--- src/rtl/mem_arbiter_if.sv ---
// rtl/mem_arbiter_if.sv - fetch/data request ports and memory-side bus of mem_arbiter.
// slave is the arbiter's view; master is the core and memory-macro side.
interface mem_arbiter_if #(
  parameter int MEM_AW = 14
);
  logic              i_if_req;
  logic [31:0]       i_if_addr;
  logic              o_if_gnt;
  logic              o_if_rvalid;
  logic [31:0]       o_if_rdata;

  logic              i_dm_req;
  logic [31:0]       i_dm_addr;
  logic [1:0]        i_dm_wr_type;
  logic [31:0]       i_dm_wdata;
  logic              o_dm_gnt;
  logic              o_dm_rvalid;
  logic [31:0]       o_dm_rdata;
  logic              o_dm_err;

  logic              o_mem_en;
  logic [MEM_AW-1:0] o_mem_addr;
  logic [3:0]        o_mem_we;
  logic [31:0]       o_mem_wdata;
  logic [31:0]       i_mem_rdata;

  logic [31:0]       o_perf_conflict;
  logic [31:0]       o_perf_forced;

  modport slave (
    input  i_if_req, i_if_addr,
    output o_if_gnt, o_if_rvalid, o_if_rdata,
    input  i_dm_req, i_dm_addr, i_dm_wr_type, i_dm_wdata,
    output o_dm_gnt, o_dm_rvalid, o_dm_rdata, o_dm_err,
    output o_mem_en, o_mem_addr, o_mem_we, o_mem_wdata,
    input  i_mem_rdata,
    output o_perf_conflict, o_perf_forced
  );

  modport master (
    output i_if_req, i_if_addr,
    input  o_if_gnt, o_if_rvalid, o_if_rdata,
    output i_dm_req, i_dm_addr, i_dm_wr_type, i_dm_wdata,
    input  o_dm_gnt, o_dm_rvalid, o_dm_rdata, o_dm_err,
    input  o_mem_en, o_mem_addr, o_mem_we, o_mem_wdata,
    output i_mem_rdata,
    input  o_perf_conflict, o_perf_forced
  );
endinterface

--- src/rtl/mem_arbiter.sv ---
// rtl/mem_arbiter.sv - single-port memory arbiter for fetch and data ports with starvation guard.
// Optional perf counters are built when MEM_ARB_PERF_EN is defined.
module mem_arbiter #(
  parameter int MEM_AW     = 14,
  parameter int STARVE_MAX = 4
) (
  input  logic           clk,
  input  logic           rst,
  mem_arbiter_if.slave   bus
);

  localparam logic [1:0] OWN_NONE = 2'd0;
  localparam logic [1:0] OWN_IF   = 2'd1;
  localparam logic [1:0] OWN_DM   = 2'd2;
  localparam logic [3:0] LP_STARVE_MAX = 4'(STARVE_MAX);

  logic [3:0]  r_starve_cnt;
  logic [1:0]  r_owner;
  logic        r_dm_err;

  logic        w_both;
  logic        w_forced;
  logic        w_if_gnt;
  logic        w_dm_gnt;
  logic [3:0]  w_dm_we;
  logic [31:0] w_dm_wdata;
  logic        w_misalign;
  logic [1:0]  w_owner_nxt;
  logic        w_unused;

  assign w_unused = ^{bus.i_if_addr[31:MEM_AW+2], bus.i_if_addr[1:0],
                      bus.i_dm_addr[31:MEM_AW+2]};

  always_comb begin
    w_both   = bus.i_if_req & bus.i_dm_req;
    w_forced = w_both && (r_starve_cnt >= LP_STARVE_MAX);
    w_dm_gnt = !rst && bus.i_dm_req && !w_forced;
    w_if_gnt = !rst && bus.i_if_req && (!bus.i_dm_req || w_forced);
  end

  // Lane steering; a misaligned write keeps its grant but writes no bytes.
  always_comb begin
    w_dm_we    = 4'b0000;
    w_dm_wdata = 32'h0;
    w_misalign = 1'b0;
    case (bus.i_dm_wr_type)
      2'b01: begin
        w_dm_we    = 4'b0001 << bus.i_dm_addr[1:0];
        w_dm_wdata = {4{bus.i_dm_wdata[7:0]}};
      end
      2'b10: begin
        w_dm_wdata = {2{bus.i_dm_wdata[15:0]}};
        if (bus.i_dm_addr[0]) w_misalign = 1'b1;
        else                  w_dm_we = 4'b0011 << {bus.i_dm_addr[1], 1'b0};
      end
      2'b11: begin
        w_dm_wdata = bus.i_dm_wdata;
        if (bus.i_dm_addr[1:0] != 2'b00) w_misalign = 1'b1;
        else                             w_dm_we = 4'b1111;
      end
      default: ;
    endcase
  end

  always_comb begin
    bus.o_if_gnt    = w_if_gnt;
    bus.o_dm_gnt    = w_dm_gnt;
    bus.o_mem_en    = 1'b0;
    bus.o_mem_addr  = '0;
    bus.o_mem_we    = 4'b0000;
    bus.o_mem_wdata = 32'h0;
    w_owner_nxt     = OWN_NONE;
    if (w_if_gnt) begin
      bus.o_mem_en   = 1'b1;
      bus.o_mem_addr = bus.i_if_addr[MEM_AW+1:2];
      w_owner_nxt    = OWN_IF;
    end else if (w_dm_gnt) begin
      bus.o_mem_en    = 1'b1;
      bus.o_mem_addr  = bus.i_dm_addr[MEM_AW+1:2];
      bus.o_mem_we    = w_dm_we;
      bus.o_mem_wdata = w_dm_wdata;
      if (bus.i_dm_wr_type == 2'b00) w_owner_nxt = OWN_DM;
    end
  end

  always_ff @(posedge clk) begin
    if (rst) begin
      r_starve_cnt <= 4'd0;
      r_owner      <= OWN_NONE;
      r_dm_err     <= 1'b0;
    end else begin
      r_owner  <= w_owner_nxt;
      r_dm_err <= w_dm_gnt && w_misalign;
      if (!bus.i_if_req || w_if_gnt)
        r_starve_cnt <= 4'd0;
      else if (w_dm_gnt && (r_starve_cnt < LP_STARVE_MAX))
        r_starve_cnt <= r_starve_cnt + 4'd1;
    end
  end

  // Gating with rst drops a response whose read was granted just before reset.
  always_comb begin
    bus.o_if_rvalid = !rst && (r_owner == OWN_IF);
    bus.o_dm_rvalid = !rst && (r_owner == OWN_DM);
    bus.o_if_rdata  = bus.o_if_rvalid ? bus.i_mem_rdata : 32'h0;
    bus.o_dm_rdata  = bus.o_dm_rvalid ? bus.i_mem_rdata : 32'h0;
    bus.o_dm_err    = !rst && r_dm_err;
  end

`ifdef MEM_ARB_PERF_EN
  logic [31:0] r_perf_conflict;
  logic [31:0] r_perf_forced;

  always_ff @(posedge clk) begin
    if (rst) begin
      r_perf_conflict <= 32'h0;
      r_perf_forced   <= 32'h0;
    end else begin
      if (w_both)              r_perf_conflict <= r_perf_conflict + 32'd1;
      if (w_if_gnt && w_forced) r_perf_forced  <= r_perf_forced + 32'd1;
    end
  end

  assign bus.o_perf_conflict = r_perf_conflict;
  assign bus.o_perf_forced   = r_perf_forced;
`else
  assign bus.o_perf_conflict = 32'h0;
  assign bus.o_perf_forced   = 32'h0;
`endif

endmodule

--- src/flat_wrapper.sv ---
// flat-port wrapper written by rule: the top's interface ports become plain ports
module mem_arbiter_flat 
#(
  parameter int MEM_AW     = 14,
  parameter int STARVE_MAX = 4
)
  (clk, rst, bus_i_if_req, bus_i_if_addr, bus_o_if_gnt, bus_o_if_rvalid, bus_o_if_rdata, bus_i_dm_req, bus_i_dm_addr, bus_i_dm_wr_type, bus_i_dm_wdata, bus_o_dm_gnt, bus_o_dm_rvalid, bus_o_dm_rdata, bus_o_dm_err, bus_o_mem_en, bus_o_mem_addr, bus_o_mem_we, bus_o_mem_wdata, bus_i_mem_rdata, bus_o_perf_conflict, bus_o_perf_forced);
  mem_arbiter_if #(.MEM_AW(MEM_AW)) bus_i ();
  input  logic clk;
  input  logic rst;
  input wire logic [$bits(bus_i.i_if_req)-1:0] bus_i_if_req;
  input wire logic [$bits(bus_i.i_if_addr)-1:0] bus_i_if_addr;
  output wire logic [$bits(bus_i.o_if_gnt)-1:0] bus_o_if_gnt;
  output wire logic [$bits(bus_i.o_if_rvalid)-1:0] bus_o_if_rvalid;
  output wire logic [$bits(bus_i.o_if_rdata)-1:0] bus_o_if_rdata;
  input wire logic [$bits(bus_i.i_dm_req)-1:0] bus_i_dm_req;
  input wire logic [$bits(bus_i.i_dm_addr)-1:0] bus_i_dm_addr;
  input wire logic [$bits(bus_i.i_dm_wr_type)-1:0] bus_i_dm_wr_type;
  input wire logic [$bits(bus_i.i_dm_wdata)-1:0] bus_i_dm_wdata;
  output wire logic [$bits(bus_i.o_dm_gnt)-1:0] bus_o_dm_gnt;
  output wire logic [$bits(bus_i.o_dm_rvalid)-1:0] bus_o_dm_rvalid;
  output wire logic [$bits(bus_i.o_dm_rdata)-1:0] bus_o_dm_rdata;
  output wire logic [$bits(bus_i.o_dm_err)-1:0] bus_o_dm_err;
  output wire logic [$bits(bus_i.o_mem_en)-1:0] bus_o_mem_en;
  output wire logic [$bits(bus_i.o_mem_addr)-1:0] bus_o_mem_addr;
  output wire logic [$bits(bus_i.o_mem_we)-1:0] bus_o_mem_we;
  output wire logic [$bits(bus_i.o_mem_wdata)-1:0] bus_o_mem_wdata;
  input wire logic [$bits(bus_i.i_mem_rdata)-1:0] bus_i_mem_rdata;
  output wire logic [$bits(bus_i.o_perf_conflict)-1:0] bus_o_perf_conflict;
  output wire logic [$bits(bus_i.o_perf_forced)-1:0] bus_o_perf_forced;
  assign bus_i.i_if_req = bus_i_if_req;
  assign bus_i.i_if_addr = bus_i_if_addr;
  assign bus_o_if_gnt = bus_i.o_if_gnt;
  assign bus_o_if_rvalid = bus_i.o_if_rvalid;
  assign bus_o_if_rdata = bus_i.o_if_rdata;
  assign bus_i.i_dm_req = bus_i_dm_req;
  assign bus_i.i_dm_addr = bus_i_dm_addr;
  assign bus_i.i_dm_wr_type = bus_i_dm_wr_type;
  assign bus_i.i_dm_wdata = bus_i_dm_wdata;
  assign bus_o_dm_gnt = bus_i.o_dm_gnt;
  assign bus_o_dm_rvalid = bus_i.o_dm_rvalid;
  assign bus_o_dm_rdata = bus_i.o_dm_rdata;
  assign bus_o_dm_err = bus_i.o_dm_err;
  assign bus_o_mem_en = bus_i.o_mem_en;
  assign bus_o_mem_addr = bus_i.o_mem_addr;
  assign bus_o_mem_we = bus_i.o_mem_we;
  assign bus_o_mem_wdata = bus_i.o_mem_wdata;
  assign bus_i.i_mem_rdata = bus_i_mem_rdata;
  assign bus_o_perf_conflict = bus_i.o_perf_conflict;
  assign bus_o_perf_forced = bus_i.o_perf_forced;
  mem_arbiter #(.MEM_AW(MEM_AW), .STARVE_MAX(STARVE_MAX)) u_core (.clk(clk), .rst(rst), .bus(bus_i));
endmodule
--- config.mk ---
export PLATFORM = sky130hd
export DESIGN_NAME = mem_arbiter_flat
export DESIGN_NICKNAME = d
export VERILOG_FILES = /design/src/rtl/mem_arbiter_if.sv /design/src/rtl/mem_arbiter.sv /design/src/flat_wrapper.sv
export SDC_FILE = /design/constraint.sdc
export NUM_CORES = 1
export LEC_CHECK = 0
export BUFFER_PORTS_ARGS = -buffer_cell sky130_fd_sc_hd__buf_2
export CAP_MARGIN = 20
export CORE_AREA = 2 2 123 125
export CTS_CLUSTER_SIZE = 40
export DETAILED_ROUTE_END_ITERATION = 8
export DIE_AREA = 0 0 125 127
export PLACE_DENSITY = 0.53
export SLEW_MARGIN = 20
export SYNTH_ARGS = -nofsm -noshare
export SYNTH_HDL_FRONTEND = slang
export SYNTH_SLANG_ARGS = --single-unit
--- constraint.sdc ---
create_clock -name clk -period 0.9 [get_ports clk]
set_input_delay 0.045 -clock clk [delete_from_list [all_inputs] [get_ports clk]]
set_output_delay 0.045 -clock clk [all_outputs]
set_load 0.01 [all_outputs]
==> results.md, run 1 <==
* Post-route clock period utilization at 1.55
* VDD IR max at 612 µV
* Clk Latency, worst-skew pair at roughly 230 ps
* Fmax at 716 MHz
* Layout cells sized above 1 at 0.721
* Initial Util at 0.135
* First-pass DRT Iterations at 4
* Status: finished with violations
* WP data required at 850 ps
* Inserted Diodes at 0
* Mapped Avg Cell Area at approximately 6.9 µm²
* CTS Hold Bufs at 0
* Area growth from synthesis to layout at 117%
* Ys Warns at 0
* Pwr dens at ~570 nW/µm²
* Setup violations, final at approximately 120
* Max cap viols at 0
* TritonCTS Buffers at 3
* Vias per inst at 3.73
* WL/cell at 12.5 µm
* Final Power at 2400 µW
* # port buffers at 219
* Synth Register Bits at 7
* Largest net degree at the start of global routing at 24
* Worst R2R Setup Slack at -200 ps
* Post-synthesis cell count at roughly 280
* Post-Synth Adder-Cell Area at 0.00644
* Largest fanout on the critical path at 8
* DR iter-0 viols at 52
* Fin. Hold Viols at 0
* Hold Path End: u_core.r_owner[1]
* Die Area at between 15000 and 20000 µm²
* DRC at 0
* Final Max Slew Viols at 0
* Hold Crit Depth at 2
* Post-route ant nets at 0
* Placement Cell Area at about 3400 µm²
* Fin Clk Skew at 1.98 ps
* Core Footprint at around 14000 µm²
* Critical R2R Capture: u_core.r_dm_err
* Synth Area in XOR/XNOR at 0.00451
* Seq/Total Area, Yosys at 0.0721
* Post-synthesis simple-gate area fraction at 0.375
* Clock power frac at 0.311
* Flop pwr share at 0.138
* DP Wirelength at 6380 µm
* Root buf cell: clkbuf_16
* Largest family of logic cells by synthesized area: simple AND/OR/NAND/NOR gates
* Leak at 0.00223 µW
* Die width at about 130 µm
* Row count at 44
* Clk buf depth at 2
* CTS sink count at 7
* Crit path capture type: primary output
* Worst-path clk slew at 40 ps
* CP Class: reg2out
* Total GRT Usage at 0.0886
* Sw frac at 0.353
* Placer Congestion at 0.831
* Startpoint class of the critical path: flop
* R2R cell count at 4
* Setup_tns at -53630 ps
* Internal at 1550 µW
* Num ports at roughly 320
* Number of global-route vias before repair at 2391
* Reg-to-reg startpoint: u_core.r_starve_cnt[3]
* Total number of vias at 2622
* First-pass GRT wire length at 11800 µm
* Antenna violations before repair at 0
* Distinct cell type count after synthesis at 30
* Hold crit path type: in2reg
* Worst EP arrival at 1350 ps
* Violations in the final reports: setup timing
* DIE HEIGHT at 127 µm
* Final core utilization at 0.292
* Post-layout min period at about 1400 ps
* Post-synthesis mux area share at 0.0927
* Final WS setup at -497 ps
* Global route overflow at 0
* Comb power frac at 0.552
* Final Cell Area at about 4200 µm²
* Final WL at between 8000 and 9000 µm
* # H-tree levels at 1
* Cell area after synthesis at 1940 µm²
* CTS tree: yes
* RSZ-0062 raised after global routing: true
* Net Sw Power at 845 µW
* Fin nets at 655
* HP Start: bus_i_dm_wr_type[0]
* Compound-Gate Fraction of Synth Area at 0.151
-- state kept, by name, indices dropped and copies added (netlist names) --
| signal | flops |
|---|---|
| u_core.r_dm_err | 1 |
| u_core.r_owner | 2 |
| u_core.r_starve_cnt | 4 |
-- worst max-delay path by stage --
stage	startpoint	to
floorplan	u_core.r_starve_cnt[2]	bus_o_mem_we[0]
global placement	u_core.r_starve_cnt[2]	bus_o_mem_we[1]
detailed placement	u_core.r_starve_cnt[2]	bus_o_mem_addr[1]
CTS	u_core.r_starve_cnt[3]	bus_o_mem_we[1]
global route	u_core.r_starve_cnt[3]	bus_o_mem_wdata[12]
finish	u_core.r_starve_cnt[3]	bus_o_mem_wdata[8]
-- layout by cell type, fill, tap and decap left out, types with 2 or more instances in the layout --
cell type and n:
clkbuf_16 8, dfxtp_1 3, buf_16 2, buf_12 5, nor2b_1 3, conb_1 65, mux2_2 16, dfxtp_2 4
and2_1 6, a21oi_1 7, buf_6 71, inv_1 2, nor2_2 2, nand2_1 32, nor3b_4 2, buf_2 152
nor3_2 2, a21oi_4 2, and2_4 66, a22o_1 14, a21oi_2 20, nor2_1 6, buf_4 13
-- synth_stat cells --
cell | number | area (µm²)
mux2_2 | 16 | 180
nand2_2 | 1 | 6.26
nor2b_4 | 1 | 13.8
xor2_1 | 1 | 8.76
nor3b_2 | 2 | 25.0
buf_2 | 8 | 40.0
a22o_1 | 14 | 123
a21oi_1 | 28 | 140
nor3b_1 | 1 | 7.51
nand2b_1 | 1 | 6.26
inv_1 | 2 | 7.51
nand2_1 | 32 | 120
nand3_1 | 1 | 5.00
nor4_2 | 1 | 12.5
nor2_1 | 8 | 30.0
and3b_1 | 2 | 17.5
ha_1 | 1 | 12.5
inv_2 | 1 | 3.75
buf_6 | 1 | 11.3
nor2b_1 | 3 | 18.8
buf_4 | 65 | 488
o21ai_1 | 1 | 5.00
clkbuf_1 | 6 | 22.5
and2_1 | 72 | 450
a32oi_1 | 1 | 8.76
conb_1 | 1 | 3.75
dfxtp_1 | 7 | 140
nor3_1 | 3 | 15.0
buf_1 | 1 | 3.75
a21oi_4 | 1 | 16.3
-- critical path, cell delays in order, from the launching register on --
cell and delay (ps):
dfxtp_2 330, o21ai_4 170, nand2_4 160, buf_12 190, a21oi_2 120, buf_2 150
-- per-stage QoR --
stage          hold slack, ps  worst slack [ps]  std cells
6_report                 92.6              -497        703
3_3_place_gp              338              -256        687
3_5_place_dp              344              -263        687
2_1_floorplan             118              -133        347
5_1_grt                   110              -570        703
4_1_cts                  96.2              -495        696
-- what timing repair did --
| action | CTS | global route |
|---|---|---|
| resized for setup | 62 | 34 |
| setup buffers | 2 | 2 |
| cloned | 3 | 6 |
| setup endpoints to repair | 123 | 123 |
| hold endpoints to repair | 0 | 0 |
| pin swaps | 6 | 4 |
-- cells by family after synthesis --
group / count (synthesis)
AO/OA/AOI/OAI: 45
XOR/XNOR: 1
adder cells (fa/ha/maj): 1
buffers and inverters: 84
flip-flops: 7
multiplexers: 16
other: 1
AND/OR/NAND/NOR: 128
-- area by class of cell --
class	instances	area (µm²)
inverters	3	16.3
well taps	184	230
repair buffers	249	1950
clock buffers	4	78.8
flip-flops and latches	7	145
fillers	1534	10200
multi-input cells	256	1790
-- power groups by stage --
stage | sequential [µW] | clock, µW | combinational, µW
after global routing | 330 | 787 | 1430
after detailed placement | 333 | 0 | 1140
after floorplan | 331 | 0 | 833
after global placement | 333 | 0 | 1140
after CTS | 330 | 755 | 1260
final | 330 | 744 | 1320
-- per-layer routing --
metal / part of all wire / vias up / track usage
met1: 0.35 / 1178 / 0.0960
met4: 0.0076 / 0 / 0.0111
li1: - / 1265 / -
met5: 0 / - / 0
met2: 0.55 / 177 / 0.179
met3: 0.092 / 2 / 0.0201
Note: power is estimated with default switching activity, not from simulation.
==> run 2: changes to the inputs <==
--- a/config.mk
+++ b/config.mk
@@ -5,12 +5,13 @@
 export SDC_FILE = /design/constraint.sdc
 export NUM_CORES = 1
 export LEC_CHECK = 0
+export ABC_AREA = 1
 export BUFFER_PORTS_ARGS = -buffer_cell sky130_fd_sc_hd__buf_2
 export CAP_MARGIN = 20
-export CORE_AREA = 2 2 123 125
+export CORE_AREA = 2 2 122 124
 export CTS_CLUSTER_SIZE = 40
 export DETAILED_ROUTE_END_ITERATION = 8
-export DIE_AREA = 0 0 125 127
+export DIE_AREA = 0 0 124 126
 export PLACE_DENSITY = 0.53
 export SLEW_MARGIN = 20
 export SYNTH_ARGS = -nofsm -noshare
==> results.md, run 2 <==
* Status: finished with violations
* Violations in the final reports: setup timing
* Fin. Hold Viols at 0 (unchanged)
* Max cap viols at 0 (unchanged)
* Layout cells sized above 1 at 0.561 (-0.159)
* Total GRT Usage at 0.111 (+0.0228)
* Worst R2R Setup Slack at -100 ps (+100 ps)
* Area leader, netlist: buf_4
* # port buffers at 219 (unchanged)
* Initial Util at 0.151 (+0.0166)
* Count leader, synth: nor2_1
* Root buf cell: clkbuf_16
* Largest net degree at the start of global routing at 45 (+88%)
* VDD IR max at 733 µV (+20%)
* # H-tree levels at 1 (unchanged)
* Num ports at 318 (unchanged)
* CTS sink count at 7 (unchanged)
* Largest fanout on the critical path at 5 (-3)
* Row count at 44 (unchanged)
* Post-route clock period utilization at 1.50 (-0.0508)
* Hold crit path type: in2reg
* Fin nets at 788 (+20%)
* Final core utilization at 0.296 (+0.00382)
* Ys Warns at 0 (unchanged)
* Post-synth EDFFs at 0 (unchanged)
* Startpoint class of the critical path: flop
* Setup violations, final at 122 (-0.81%)
* RSZ-0062 raised after global routing: true
* Synth Register Bits at 7 (unchanged)
* DRC at 0 (unchanged)
* Area growth from synthesis to layout at 95.5%
* HP Start: rst
* Placer Congestion at 0.774 (-6.8%)
* Core Footprint at 14300 µm² (-0.76%)
* Hold Crit Depth at 4 (+2)
* Antenna violations before repair at 1 (+1)
* Worst EP arrival at 1310 ps (-40 ps)
* Ys async rst share at 0 (unchanged)
* Synth area leaders: buf_4, nand3_1, nor2_1
* Post-layout min period at 1350 ps (-45.7 ps)
* Distinct cell type count after synthesis at 23 (-23%)
* Crit path capture type: primary output
* TritonCTS Buffers at 3 (unchanged)
* Clk Latency, worst-skew pair at 230 ps (about the same)
* Global route overflow at 0 (unchanged)
* DIE HEIGHT at 126 µm (-0.79%)
* Pwr dens at 614 nW/µm² (+8.0%)
* Top_reg_cell synth: dfxtp_1
* Largest registers: u_core.r_starve_cnt (4), u_core.r_owner (2), u_core.r_dm_err (1)
* Largest Register: u_core.r_starve_cnt
* Fmax at 740 MHz (+3.4%)
* Final WS setup at -451 ps (+45.7 ps)
* WL/cell at 12.0 µm (-4.2%)
* WP data required at 850 ps (about the same)
* Number of global-route vias before repair at 2750 (+15%)
* Total number of vias at 3139 (+20%)
* Vias per inst at 3.75 (+0.55%)
* Post-route ant nets at 0 (unchanged)
* Seq/Total Area, Yosys at 0.0647 (-0.00742)
* Hold Path End: u_core.r_starve_cnt[2]
* Post-synthesis cell count at 408 (+44%)
* DR iter-0 viols at 56 (+7.7%)
* Max reg flops at 4 (unchanged)
* Die Area at 15600 µm² (-1.6%)
* Fin Clk Skew at 1.03 ps (-0.951 ps)
* Clk buf depth at 2 (unchanged)
* Cell area after synthesis at 2170 µm² (+11%)
* DP Wirelength at 7860 µm (+23%)
* Critical R2R Capture: u_core.r_owner[1]
* Synth top cells by count: nor2_1, nand3_1, buf_4
* Mapped Avg Cell Area at 5.31 µm² (-23%)
* Worst-path clk slew at 40 ps (about the same)
* First-pass DRT Iterations at 4 (unchanged)
* Fillers at 1598 (+4.2%)
* Commonest non-fill, non-tap cell in the layout: buf_2
* Die width at 124 µm (-0.80%)
* Post-synth top area share at 0.236 (-0.0154)
* Hold Slack at 189 ps (+96.7 ps)
* CTS tree: yes
* Most frequent cells in the layout: buf_2, nand3_1, conb_1
* Final Max Slew Viols at 0 (unchanged)
* Reg-to-reg startpoint: u_core.r_starve_cnt[3]
* First-pass GRT wire length at 13700 µm (+16%)
* Leak at 0.00263 µW (+18%)
* Final WL at 10000 µm (+14%)
* R2R cell count at 6 (+2)
* CP Class: reg2out
[run 2: cell types whose count changed after synthesis, moves of 4 or more]
cell,delta
nor2_1,+78
nand3_1,+73
and2_1,-72
inv_1,+51
nand2_1,+27
a21oi_1,-18
mux2_2,-16
a22o_1,-14
nand2_2,+12
inv_2,+8
clkbuf_1,-6
buf_2,+4
[run 2: where the power goes]
group	switching, µW	internal, µW	total [µW]
logic	882	632	1510
registers	5.67	322	328
clock network	168	589	758
[run 2: worst max-delay path by stage]
stage	start	to	slack, ps	depth (start not counted)
floorplan	u_core.r_starve_cnt[2]	bus_o_mem_wdata[22]	-30	8
global placement	bus_i_dm_wr_type[0]	bus_o_mem_wdata[20]	-230	8
detailed placement	bus_i_dm_wr_type[0]	bus_o_mem_wdata[20]	-220	8
CTS	u_core.r_starve_cnt[3]	bus_o_mem_wdata[15]	-420	7
global route	u_core.r_owner[1]	bus_o_if_rdata[30]	-500	6
finish	u_core.r_starve_cnt[3]	bus_o_mem_wdata[15]	-450	7
[run 2: repair_timing]
item                                    CTS  global route
endpoints found under the setup margin  121           123
pin swaps                                 4             8
setup buffers                             1             2
gates cloned                              3             3
resized for setup                        48            83
hold buffers                              0             0
[run 2: cell families after synthesis]
family | Yosys count | share of synthesized area
simple gates | 236 | 0.480
buf+inv | 151 | 0.419
compound gates | 12 | 0.0289
flops | 7 | 0.0647
fa+ha+maj | 1 | 0.00578
other cells | 1 | 0.00173
[run 2: routing by layer]
layer	routed length [µm]	GRT usage	vias up
li1	-	-	1596
met1	3660	0.121	1355
met2	5080	0.213	178
met3	1110	0.0263	10
met4	180	0.0278	0
met5	0	0	-
[run 2: layout make-up]
| cell class | count | area, µm² | area share |
|---|---|---|---|
| multi-input cells | 316 | 1710 | 0.404 |
| diodes | 1 | 2.50 | 0.000591 |
| inverters | 65 | 264 | 0.0624 |
| repair buffers | 258 | 1780 | 0.421 |
| well taps | 184 | 230 | 0.0544 |
| clock buffers | 4 | 78.8 | 0.0186 |
| flip-flops and latches | 7 | 145 | 0.0343 |
| repair inverters | 2 | 20.0 | 0.00473 |
[run 2: per-stage QoR]
step | cells | setup TNS [ps] | worst slack, ps | total power (µW) | instance area (µm²)
detailed placement | 823 | -13350 | -225 | 1580 | 3490
finish | 837 | -41830 | -451 | 2600 | 4230
global placement | 823 | -12660 | -230 | 1580 | 3490
CTS | 831 | -44260 | -425 | 2480 | 3870
global route | 836 | -50790 | -500 | 2790 | 4230
floorplan | 472 | -818 | -32.4 | 1230 | 2490
[run 2: worst max-delay path, cell delays in order (launching register included)]
cell and delay (ps):
dfxtp_2 320, inv_2 60, nand2_4 60, nand2_8 110, nand2_8 100, buf_8 160, a21oi_2 110, buf_2 150
